==> src/rtl/uart_pkg.sv <==
// Shared constants and state types for the pixel-link UART receive path.
package uart_pkg;

    // clk cycles per bit for 115200 baud from a 100 MHz system clock
    localparam int CLKS_PER_BIT_115200 = 868;

    // data bits per UART frame
    localparam int BITS_N = 8;

    // parity selectors: the value the XOR of data and parity bit must equal
    localparam bit PARITY_EVEN = 1'b0;
    localparam bit PARITY_ODD  = 1'b1;

    // pairing FSM states
    typedef enum logic [1:0] {
        WAIT_HIGH = 2'd0,
        WAIT_LOW  = 2'd1,
        LOAD      = 2'd2
    } pixel_rx_state_t;

    // byte receiver states
    typedef enum logic [2:0] {
        RX_IDLE   = 3'd0,
        RX_START  = 3'd1,
        RX_DATA   = 3'd2,
        RX_PARITY = 3'd3,
        RX_STOP   = 3'd4
    } uart_rx_state_t;

endpackage

==> src/rtl/uart_rx.sv <==
// UART byte receiver: 2-flop synchroniser, mid-bit sampling, parity check.
// Frame: start, BITS_N data bits LSB first, parity, stop.
// Build option RECEIVE_PIXEL_PARITY_EN: when defined parity_err_o reports
// parity mismatches; otherwise the parity bit is sampled but ignored and
// parity_err_o is always 0.
module uart_rx #(
    parameter int CLKS_PER_BIT = uart_pkg::CLKS_PER_BIT_115200,
    parameter int BITS_N       = uart_pkg::BITS_N,
    parameter bit PARITY_TYPE  = uart_pkg::PARITY_EVEN
) (
    input  logic              clk_i,
    input  logic              rst_ni,
    input  logic              rx_i,
    output logic [BITS_N-1:0] byte_data_o,
    output logic              byte_valid_o,
    output logic              parity_err_o
);

`ifdef RECEIVE_PIXEL_PARITY_EN
    localparam bit PARITY_CHK_EN = 1'b1;
`else
    localparam bit PARITY_CHK_EN = 1'b0;
`endif

    localparam int CNT_W = $clog2(CLKS_PER_BIT + 1);
    localparam int BIT_W = (BITS_N > 1) ? $clog2(BITS_N) : 1;
    localparam logic [CNT_W-1:0] HALF_M1  = CNT_W'(CLKS_PER_BIT / 2 - 1);
    localparam logic [CNT_W-1:0] FULL_M1  = CNT_W'(CLKS_PER_BIT - 1);
    localparam logic [BIT_W-1:0] LAST_BIT = BIT_W'(BITS_N - 1);

    uart_pkg::uart_rx_state_t state_q, state_d;
    logic [1:0]        sync_q;
    logic              rx_prev_q;
    logic [CNT_W-1:0]  cnt_q, cnt_d;
    logic [BIT_W-1:0]  bit_q, bit_d;
    logic [BITS_N-1:0] shift_q, shift_d;
    logic              par_q, par_d;
    logic              byte_valid_q, byte_valid_d;
    logic              parity_err_q, parity_err_d;
    logic              rx;

    assign rx = sync_q[1];

    // Synchronise the asynchronous line and keep one delayed copy for edge detect
    always_ff @(posedge clk_i or negedge rst_ni) begin
        if (!rst_ni) begin
            sync_q    <= 2'b11;
            rx_prev_q <= 1'b1;
        end else begin
            sync_q    <= {sync_q[0], rx_i};
            rx_prev_q <= rx;
        end
    end

    // Receiver state and datapath registers
    always_ff @(posedge clk_i or negedge rst_ni) begin
        if (!rst_ni) begin
            state_q      <= uart_pkg::RX_IDLE;
            cnt_q        <= '0;
            bit_q        <= '0;
            shift_q      <= '0;
            par_q        <= 1'b0;
            byte_valid_q <= 1'b0;
            parity_err_q <= 1'b0;
        end else begin
            state_q      <= state_d;
            cnt_q        <= cnt_d;
            bit_q        <= bit_d;
            shift_q      <= shift_d;
            par_q        <= par_d;
            byte_valid_q <= byte_valid_d;
            parity_err_q <= parity_err_d;
        end
    end

    // Bit timing: confirm start at half a bit, then sample every full bit period
    always_comb begin
        state_d      = state_q;
        cnt_d        = cnt_q;
        bit_d        = bit_q;
        shift_d      = shift_q;
        par_d        = par_q;
        byte_valid_d = 1'b0;
        parity_err_d = 1'b0;
        case (state_q)
            uart_pkg::RX_IDLE: begin
                if (!rx && rx_prev_q) begin
                    state_d = uart_pkg::RX_START;
                    cnt_d   = '0;
                end
            end
            uart_pkg::RX_START: begin
                if (cnt_q == HALF_M1) begin
                    cnt_d   = '0;
                    bit_d   = '0;
                    state_d = rx ? uart_pkg::RX_IDLE : uart_pkg::RX_DATA;
                end else begin
                    cnt_d = cnt_q + 1'b1;
                end
            end
            uart_pkg::RX_DATA: begin
                if (cnt_q == FULL_M1) begin
                    cnt_d   = '0;
                    shift_d = {rx, shift_q[BITS_N-1:1]};
                    if (bit_q == LAST_BIT) begin
                        state_d = uart_pkg::RX_PARITY;
                    end else begin
                        bit_d = bit_q + 1'b1;
                    end
                end else begin
                    cnt_d = cnt_q + 1'b1;
                end
            end
            uart_pkg::RX_PARITY: begin
                if (cnt_q == FULL_M1) begin
                    cnt_d   = '0;
                    par_d   = rx;
                    state_d = uart_pkg::RX_STOP;
                end else begin
                    cnt_d = cnt_q + 1'b1;
                end
            end
            uart_pkg::RX_STOP: begin
                if (cnt_q == FULL_M1) begin
                    cnt_d   = '0;
                    state_d = uart_pkg::RX_IDLE;
                    // a low stop bit drops the byte silently
                    if (rx) begin
                        byte_valid_d = 1'b1;
                        parity_err_d = PARITY_CHK_EN &&
                                       ((^shift_q ^ par_q) != PARITY_TYPE);
                    end
                end else begin
                    cnt_d = cnt_q + 1'b1;
                end
            end
            default: begin
                state_d = uart_pkg::RX_IDLE;
            end
        endcase
    end

    assign byte_data_o  = shift_q;
    assign byte_valid_o = byte_valid_q;
    assign parity_err_o = parity_err_q;

endmodule

==> src/rtl/receive_pixel.sv <==
// Pixel link receiver: pairs UART bytes (high = pixel[11:4], low = {0, pixel[3:0]})
// into 12-bit pixels and presents them on a one-deep valid/ready register.
// Build option RECEIVE_PIXEL_PARITY_EN: parity-failed bytes are discarded with
// a framing_err pulse and the pairing restarts at WAIT_HIGH.
module receive_pixel
    import uart_pkg::*;
#(
    parameter int CLKS_PER_BIT = CLKS_PER_BIT_115200,
    parameter int TIMEOUT_CLKS = 16 * CLKS_PER_BIT * 11
) (
    input  logic        clk,
    input  logic        rst,
    input  logic        uart_in,
    input  logic        ready_in,
    output logic [11:0] pixel_out,
    output logic        valid_out,
    output logic        framing_err,
    output logic        overrun
);

    localparam int TMO_W = $clog2(TIMEOUT_CLKS + 1);
    localparam logic [TMO_W-1:0] TMO_LAST = TMO_W'(TIMEOUT_CLKS - 1);

    logic [7:0] byte_data;
    logic       byte_valid;
    logic       parity_err;

    pixel_rx_state_t state_q, state_d;
    logic [7:0]       hi_q, hi_d;
    logic [11:0]      pix_q, pix_d;
    logic [TMO_W-1:0] tmo_q, tmo_d;
    logic [11:0]      pixel_q, pixel_d;
    logic             valid_q, valid_d;
    logic             ferr_q, ferr_d;
    logic             ovr_q, ovr_d;

    uart_rx #(
        .CLKS_PER_BIT (CLKS_PER_BIT),
        .BITS_N       (BITS_N),
        .PARITY_TYPE  (PARITY_EVEN)
    ) u_rx (
        .clk_i        (clk),
        .rst_ni       (rst),
        .rx_i         (uart_in),
        .byte_data_o  (byte_data),
        .byte_valid_o (byte_valid),
        .parity_err_o (parity_err)
    );

    // Pairing FSM, timeout counter and output register
    always_ff @(posedge clk or negedge rst) begin
        if (!rst) begin
            state_q <= WAIT_HIGH;
            hi_q    <= '0;
            pix_q   <= '0;
            tmo_q   <= '0;
            pixel_q <= '0;
            valid_q <= 1'b0;
            ferr_q  <= 1'b0;
            ovr_q   <= 1'b0;
        end else begin
            state_q <= state_d;
            hi_q    <= hi_d;
            pix_q   <= pix_d;
            tmo_q   <= tmo_d;
            pixel_q <= pixel_d;
            valid_q <= valid_d;
            ferr_q  <= ferr_d;
            ovr_q   <= ovr_d;
        end
    end

    // Next-state: byte pairing, timeout, load/overrun and handshake release
    always_comb begin
        state_d = state_q;
        hi_d    = hi_q;
        pix_d   = pix_q;
        tmo_d   = tmo_q;
        pixel_d = pixel_q;
        valid_d = valid_q;
        ferr_d  = 1'b0;
        ovr_d   = 1'b0;

        if (valid_q && ready_in) begin
            valid_d = 1'b0;
        end

        case (state_q)
            WAIT_HIGH: begin
                if (byte_valid) begin
                    if (parity_err) begin
                        ferr_d = 1'b1;
                    end else begin
                        hi_d    = byte_data;
                        tmo_d   = '0;
                        state_d = WAIT_LOW;
                    end
                end
            end
            WAIT_LOW: begin
                // an arriving byte takes priority over a same-cycle timeout
                if (byte_valid) begin
                    if (parity_err) begin
                        ferr_d  = 1'b1;
                        state_d = WAIT_HIGH;
                    end else if (byte_data[7:4] == 4'd0) begin
                        pix_d   = {hi_q, byte_data[3:0]};
                        state_d = LOAD;
                    end else begin
                        ferr_d = 1'b1;
                        hi_d   = byte_data;
                        tmo_d  = '0;
                    end
                end else if (tmo_q == TMO_LAST) begin
                    ferr_d  = 1'b1;
                    state_d = WAIT_HIGH;
                end else begin
                    tmo_d = tmo_q + 1'b1;
                end
            end
            LOAD: begin
                if (!valid_q || ready_in) begin
                    pixel_d = pix_q;
                    valid_d = 1'b1;
                end else begin
                    ovr_d = 1'b1;
                end
                state_d = WAIT_HIGH;
            end
            default: begin
                state_d = WAIT_HIGH;
            end
        endcase
    end

    assign pixel_out   = pixel_q;
    assign valid_out   = valid_q;
    assign framing_err = ferr_q;
    assign overrun     = ovr_q;

endmodule

==> config.mk <==
export PLATFORM = sky130hd
export DESIGN_NAME = receive_pixel
export DESIGN_NICKNAME = d
export VERILOG_FILES = /design/src/rtl/uart_pkg.sv /design/src/rtl/uart_rx.sv /design/src/rtl/receive_pixel.sv
export SDC_FILE = /design/constraint.sdc
export NUM_CORES = 1
export LEC_CHECK = 0
export CAP_MARGIN = 20
export CORE_MARGIN = 2
export CORE_UTILIZATION = 30
export CTS_CLUSTER_DIAMETER = 80
export DETAILED_ROUTE_END_ITERATION = 12
export SYNTH_ARGS = -nofsm -noshare
export SYNTH_HDL_FRONTEND = slang
export SYNTH_HIERARCHICAL = 1
export SYNTH_SLANG_ARGS = --single-unit
export TNS_END_PERCENT = 50
==> constraint.sdc <==
create_clock -name clk -period 4.27 [get_ports clk]
set_input_delay 0.6405 -clock clk [delete_from_list [all_inputs] [get_ports clk]]
set_output_delay 0.6405 -clock clk [all_outputs]
set_load 0.1 [all_outputs]
-- After elaboration in Yosys (flattened, before gate mapping)
Cells that the tools add are included.
- bits in latches: 0
- memories kept: 0
- ROM bits: 0
- memory bits (writable): 0
- logic and storage cells: 105
- register bits after elaboration: 83
- shift-type cells: 0
- divide/modulo/power cells: 0
- equal/unequal tests: 24
- order comparisons: 0
- bitwise gates (word level): 0
- add/subtract/negate cells: 3
- reductions and logical operators: 21
- $mul: 0
- muxes and demuxes: 42
- operator list (cell ; number):
    18-bit 2-to-1 mux ; 4
    18-bit case mux with 2 select lines ; 1
    10-bit 2-to-1 mux ; 3
    10-bit case mux with 3 select lines ; 1
    3-bit 2-to-1 mux ; 9
    8-bit 2-to-1 mux ; 3
    18-bit by 1-bit adder with 18-bit output (second input constant) ; 1
    18-bit == test (second input constant) ; 1
    2-bit by 1-bit inequality test with 1-bit output (second input constant) ; 8
    8-bit case mux with 2 select lines ; 1
    3-bit case mux with 5 select lines ; 1
    1-bit 2-to-1 mux ; 12
    4-bit AND reduction ; 3
    10-bit by 1-bit adder with 10-bit output (second input constant) ; 1
    10-bit == test (second input constant) ; 1
    10-bit by 9-bit == test with 1-bit output (second input constant) ; 1
    2-bit 2-to-1 mux ; 5
    3-bit by 2-bit == test with 1-bit output (second input constant) ; 2
    3-bit == test (second input constant) ; 2
    3-bit by 2-bit inequality test with 1-bit output (second input constant) ; 2
    3-bit inequality test (second input constant) ; 2
    3-bit case mux with 2 select lines ; 1
    2-bit AND reduction ; 3
    3-bit AND reduction ; 2
    other kinds (16) ; 20

-- Depth between registers and ports, before layout
- word-level depth: 4
- mapped depth: 7
- gate-level depth less buffers: 7

-- Cells and area by module
The synthesis kept the hierarchy.
- by module, submodules not included (module ; seq. area each (um^2) ; area an instance (um^2) ; times used ; cells each):
    receive_pixel ; 1376.3 ; 2387.3 ; 1 ; 211
    uart_rx ; 704.4 ; 1487.7 ; 1 ; 133

-- Worst setup path before layout
Ideal clock, no wire load.
- path kind: register -> register
- start point: register valid_q (netlist: valid_out)
- end point: register pixel_q[0] (netlist: pixel_out[0])
- data required time: 4144 ps
- data arrival time: 1949 ps
- period minus slack after synthesis: 2075 ps
- setup slack: 2195 ps
- stages on the path, launching flop included: 5
- library setup time: 126 ps
- cell sequence: dfrtp_1 -> nand2b_1 -> nand2b_1 -> buf_1 -> mux2_2
- longest elaborated chain between the ends: 3
- RTL lines (what ; RTL line ; text):
    from (decl) ; receive_pixel.sv:33 ; logic valid_q, valid_d;
    from (signal assigned) ; receive_pixel.sv:67 ; valid_q <= valid_d;
    1-bit logical NOT ; receive_pixel.sv:122 ; if (!valid_q || ready_in) begin
    1-bit logical OR ; receive_pixel.sv:122 ;
    2-bit AND reduction (no source line) ; -- ;
    to (signal assigned) ; receive_pixel.sv:66 ; pixel_q <= pixel_d;
    to (decl) ; receive_pixel.sv:32 ; logic [11:0] pixel_q, pixel_d;
Every way passes these cells.
A chain may end at the register's enable or synchronous reset.

-- Final worst setup path
- start point: register pixel_q[3] (netlist: pixel_out[3])
- end point: output pixel_out[3]
- RTL lines (what ; RTL line ; text):
    to (decl) ; receive_pixel.sv:15 ; output logic [11:0] pixel_out,
No word-level cell between the ends.

==> flow_summary.toml <==
[status]
outcome = "finished, final reports clean"

[routing]
drt-total-wl_mm = 7.301
wl_per_cell_um = 13.42
ant_nets = 0
drc = 0
first_pass_iters = 4
drt_iter0_markers = 107
vias = 2662
via_per_inst = 4.893

[critical_path]
critPathArrivalTime_ns = 1.83
critPathKind = "flop to output pin"
cp_num_buf_inv = 1
cpPeakStageDelay_ns = 1.13
reg2reg_depth = 3
critPathTopFamily = "buffers and inverters"
start_kind = "flop"
worstPathRequired_ns = 3.63
crit_chain = "clkdlybuf4s50_1"
cp.depth = 1
cp_slowest_cell = "clkdlybuf4s50_1"
end_kind = "output pin"
path_max_fanout = 2

[timing]
maxSlewViolCount = 0
finalWorstSetupSlack_ns = 1.801
worst_hold_slack_ns = 0.3203
fmax_ghz = 0.4050
final-hold-violation-count = 0
worst_pin_slew_ns = 0.9755
slew_headroom_pct = 34.77
setup_tns_ns = 0
rsz0062_at_grt = "false"
period_minus_slack_ns = 2.469
fin_crit_sh_pct = 57.83
setup_viol = 0
fin_skew_ns = 0.01047

[layout]
diodes = 0
nets = 376
multi_input_area_mm2 = 0.001720
fillers = 1265
fin_util_pct = 36.00
ff_latch_area_mm2 = 0.002081
drive_gt1_share_pct = 20.43
area_delta_synth_final_pct = 17.24

[power]
p_per_area_mw_per_mm2 = 417.8
p_sw_share_pct = 27.83
p_int_w = 0.001370
peakVddDrop_v = 0.0003708
p_total_w = 0.001898
pwr-share-comb_pct = 11.6
clkPwrFrac_pct = 42.1
switchingPower_w = 0.0005281
p_leak_nw = 2.048
power_frac_seq_pct = 46.3

[placed_design]
hpwl_mm = 4.881
io_buffers = 18
gp_congestion = 0.8099
place_ws_ns = 1.841

[grt]
met1_usage_pct = 14.88
antenna_found_initial = 0
top_usage_layer = "met2"
grt_max_degree = 51
grt_util_all_layers_pct = 11.40
use_met2_pct = 17.66
globalRoute.totalOverflow = 0
met3_usage_pct = 3.488
grt_pass1_vias = 2707
grt_first_pass_wirelength_mm = 12.95

[floorplan]
die-height_um = 117.7
fp.dieW_um = 117.7
num_rows = 41
initial_core_util_pct = 30.71
dieArea_mm2 = 0.01384
core_mm2 = 0.01262
ios = 19

[synth]
synth.net_count = 353
synth_top_area_share_pct = 51.66
synthTopCellsByArea = "dfrtp_1 52%, mux2_2 9.3%, nand2_1 4.7%"
synth_ff_type = "dfrtp_1"
synth_area_mm2 = 0.003875
synth_edf_count = 0
ys_ff_latch = 83
synthDistinctLibCells = 67
ys_seq_area_share_pct = 53.70
async_flop_share_pct = 100.0
avgSynthCellArea_um2 = 11.26
syn_inst = 344
yosys_warnings = 6
yosysTopAreaCell = "dfrtp_1"

[clocking]
post_cts_resized = 0
cts_tree = "done"
path_clk_slew_ns = 0.07
cts.sinks = 83
insertion_delay_ns = 0.34
cts_max_path_buffers = 2
post-cts-setup-buffer-count = 0
cts-root-buf = "clkbuf_16"
htreeDepth = 3
hold_buffers = 0
cts_buffers = 9

[job]
drv_cap = 0

[worst_hold_path]
min_path_type = "primary input to asynchronous set/reset pin"
==> per-stage QoR <==
stage,cells,cell area [um^2]
floorplan,344,3875
global placement,527,4230
detailed placement,528,4235
CTS,544,4543
global route,544,4543
finish,544,4543
==> logic make-up after synthesis <==
logic type | synth area share [%]
buf+inv | 1.905
compound gates | 10.56
fa+ha+maj | 1.614
simple gates | 19.76
mux | 10.33
other cells | 0.09678
flops | 53.70
xor+xnor | 2.034
==> cell usage in the layout, fill, tap and decap left out, types with 7 or more instances in the layout <==
| master | count |
|---|---|
| mux2_2 | 32 |
| o21ai_0 | 21 |
| nor2_1 | 22 |
| nand4_1 | 12 |
| nand3_1 | 12 |
| clkdlybuf4s50_1 | 17 |
| dfrtp_1 | 80 |
| nand2_1 | 49 |
| xor2_1 | 7 |
| clkbuf_16 | 9 |
==> cell usage after synthesis (2+ instances only) <==
| cell | number |
|---|---|
| buf_2 | 2 |
| nand4_1 | 12 |
| xnor2_1 | 2 |
| nor4_1 | 3 |
| nand3_1 | 12 |
| ha_1 | 5 |
| mux2_4 | 2 |
| dfrtp_1 | 80 |
| a31oi_1 | 6 |
| o22ai_1 | 4 |
| a21oi_1 | 3 |
| nor2b_1 | 6 |
| inv_1 | 6 |
| or3_1 | 2 |
| nor3_1 | 6 |
| mux2_2 | 32 |
| xor2_1 | 7 |
| a211oi_1 | 2 |
| clkbuf_1 | 2 |
| and2_2 | 2 |
| dfstp_2 | 3 |
| o21ai_0 | 21 |
| nand2b_1 | 5 |
| nor3b_1 | 2 |
| o211ai_1 | 4 |
| nor2_1 | 22 |
| a22o_1 | 2 |
| nand2_1 | 49 |
| and3_1 | 2 |
==> worst paths after layout <==
check	startpoint	endpoint	slack, ns
setup reg to reg	u_rx/byte_data_o[5]$_DFFE_PN0P_	pix_q[1]$_DFFE_PN0P_	1.90
max in group asynchronous	rst	u_rx/byte_data_o[2]$_DFFE_PN0P_	3.08
hold reg to reg	u_rx/sync_q[0]$_DFF_PN1_	u_rx/sync_q[1]$_DFF_PN1_	0.36
setup / recovery	pixel_out[3]$_DFFE_PN0P_	pixel_out[3]	1.80
min in group clk	u_rx/sync_q[0]$_DFF_PN1_	u_rx/sync_q[1]$_DFF_PN1_	0.36
hold / removal	rst	u_rx/cnt_q[0]$_DFFE_PN0P_	0.32
==> state kept, by name, indices dropped and copies added, names as in the netlist <==
register / flops
u_rx/cnt_q: 10
u_rx/rx_prev_q: 1
valid_out: 1
hi_q: 8
u_rx/state_q: 3
tmo_q: 18
u_rx/byte_data_o: 8
u_rx/bit_q: 3
pixel_out: 12
state_q: 2
pix_q: 12
u_rx/byte_valid_o: 1
framing_err: 1
overrun: 1
u_rx/sync_q: 2
==> area by class of cell <==
type                            instances  area share [%]
Tap cell                              172           4.737
Inverter                                7          0.6334
Clock inverter                          7           1.818
Sequential cell                        83           45.80
Clock buffer                            9           4.957
Timing Repair Buffer                   20           4.186
Multi-Input combinational cell        246           37.87
==> power groups by stage <==
| stage | Sequential [W] | Combinational, W | Clock, W |
|---|---|---|---|
| 2_1_floorplan | 0.000868 | 0.000168 | 0 |
| 3_3_place_gp | 0.000890 | 0.000209 | 0 |
| 3_5_place_dp | 0.000892 | 0.000221 | 0 |
| 4_1_cts | 0.000878 | 0.000221 | 0.000821 |
| 5_1_grt | 0.000887 | 0.000247 | 0.000860 |
| 6_report | 0.000879 | 0.000220 | 0.000799 |
==> metal layers <==
layer / vias to the layer above / wire [um]
met4: 0 / 87
met3: 8 / 260
met5: - / 0
met1: 1334 / 3508
met2: 39 / 3443
li1: 1281 / -
(Power assumes the default switching activity.)
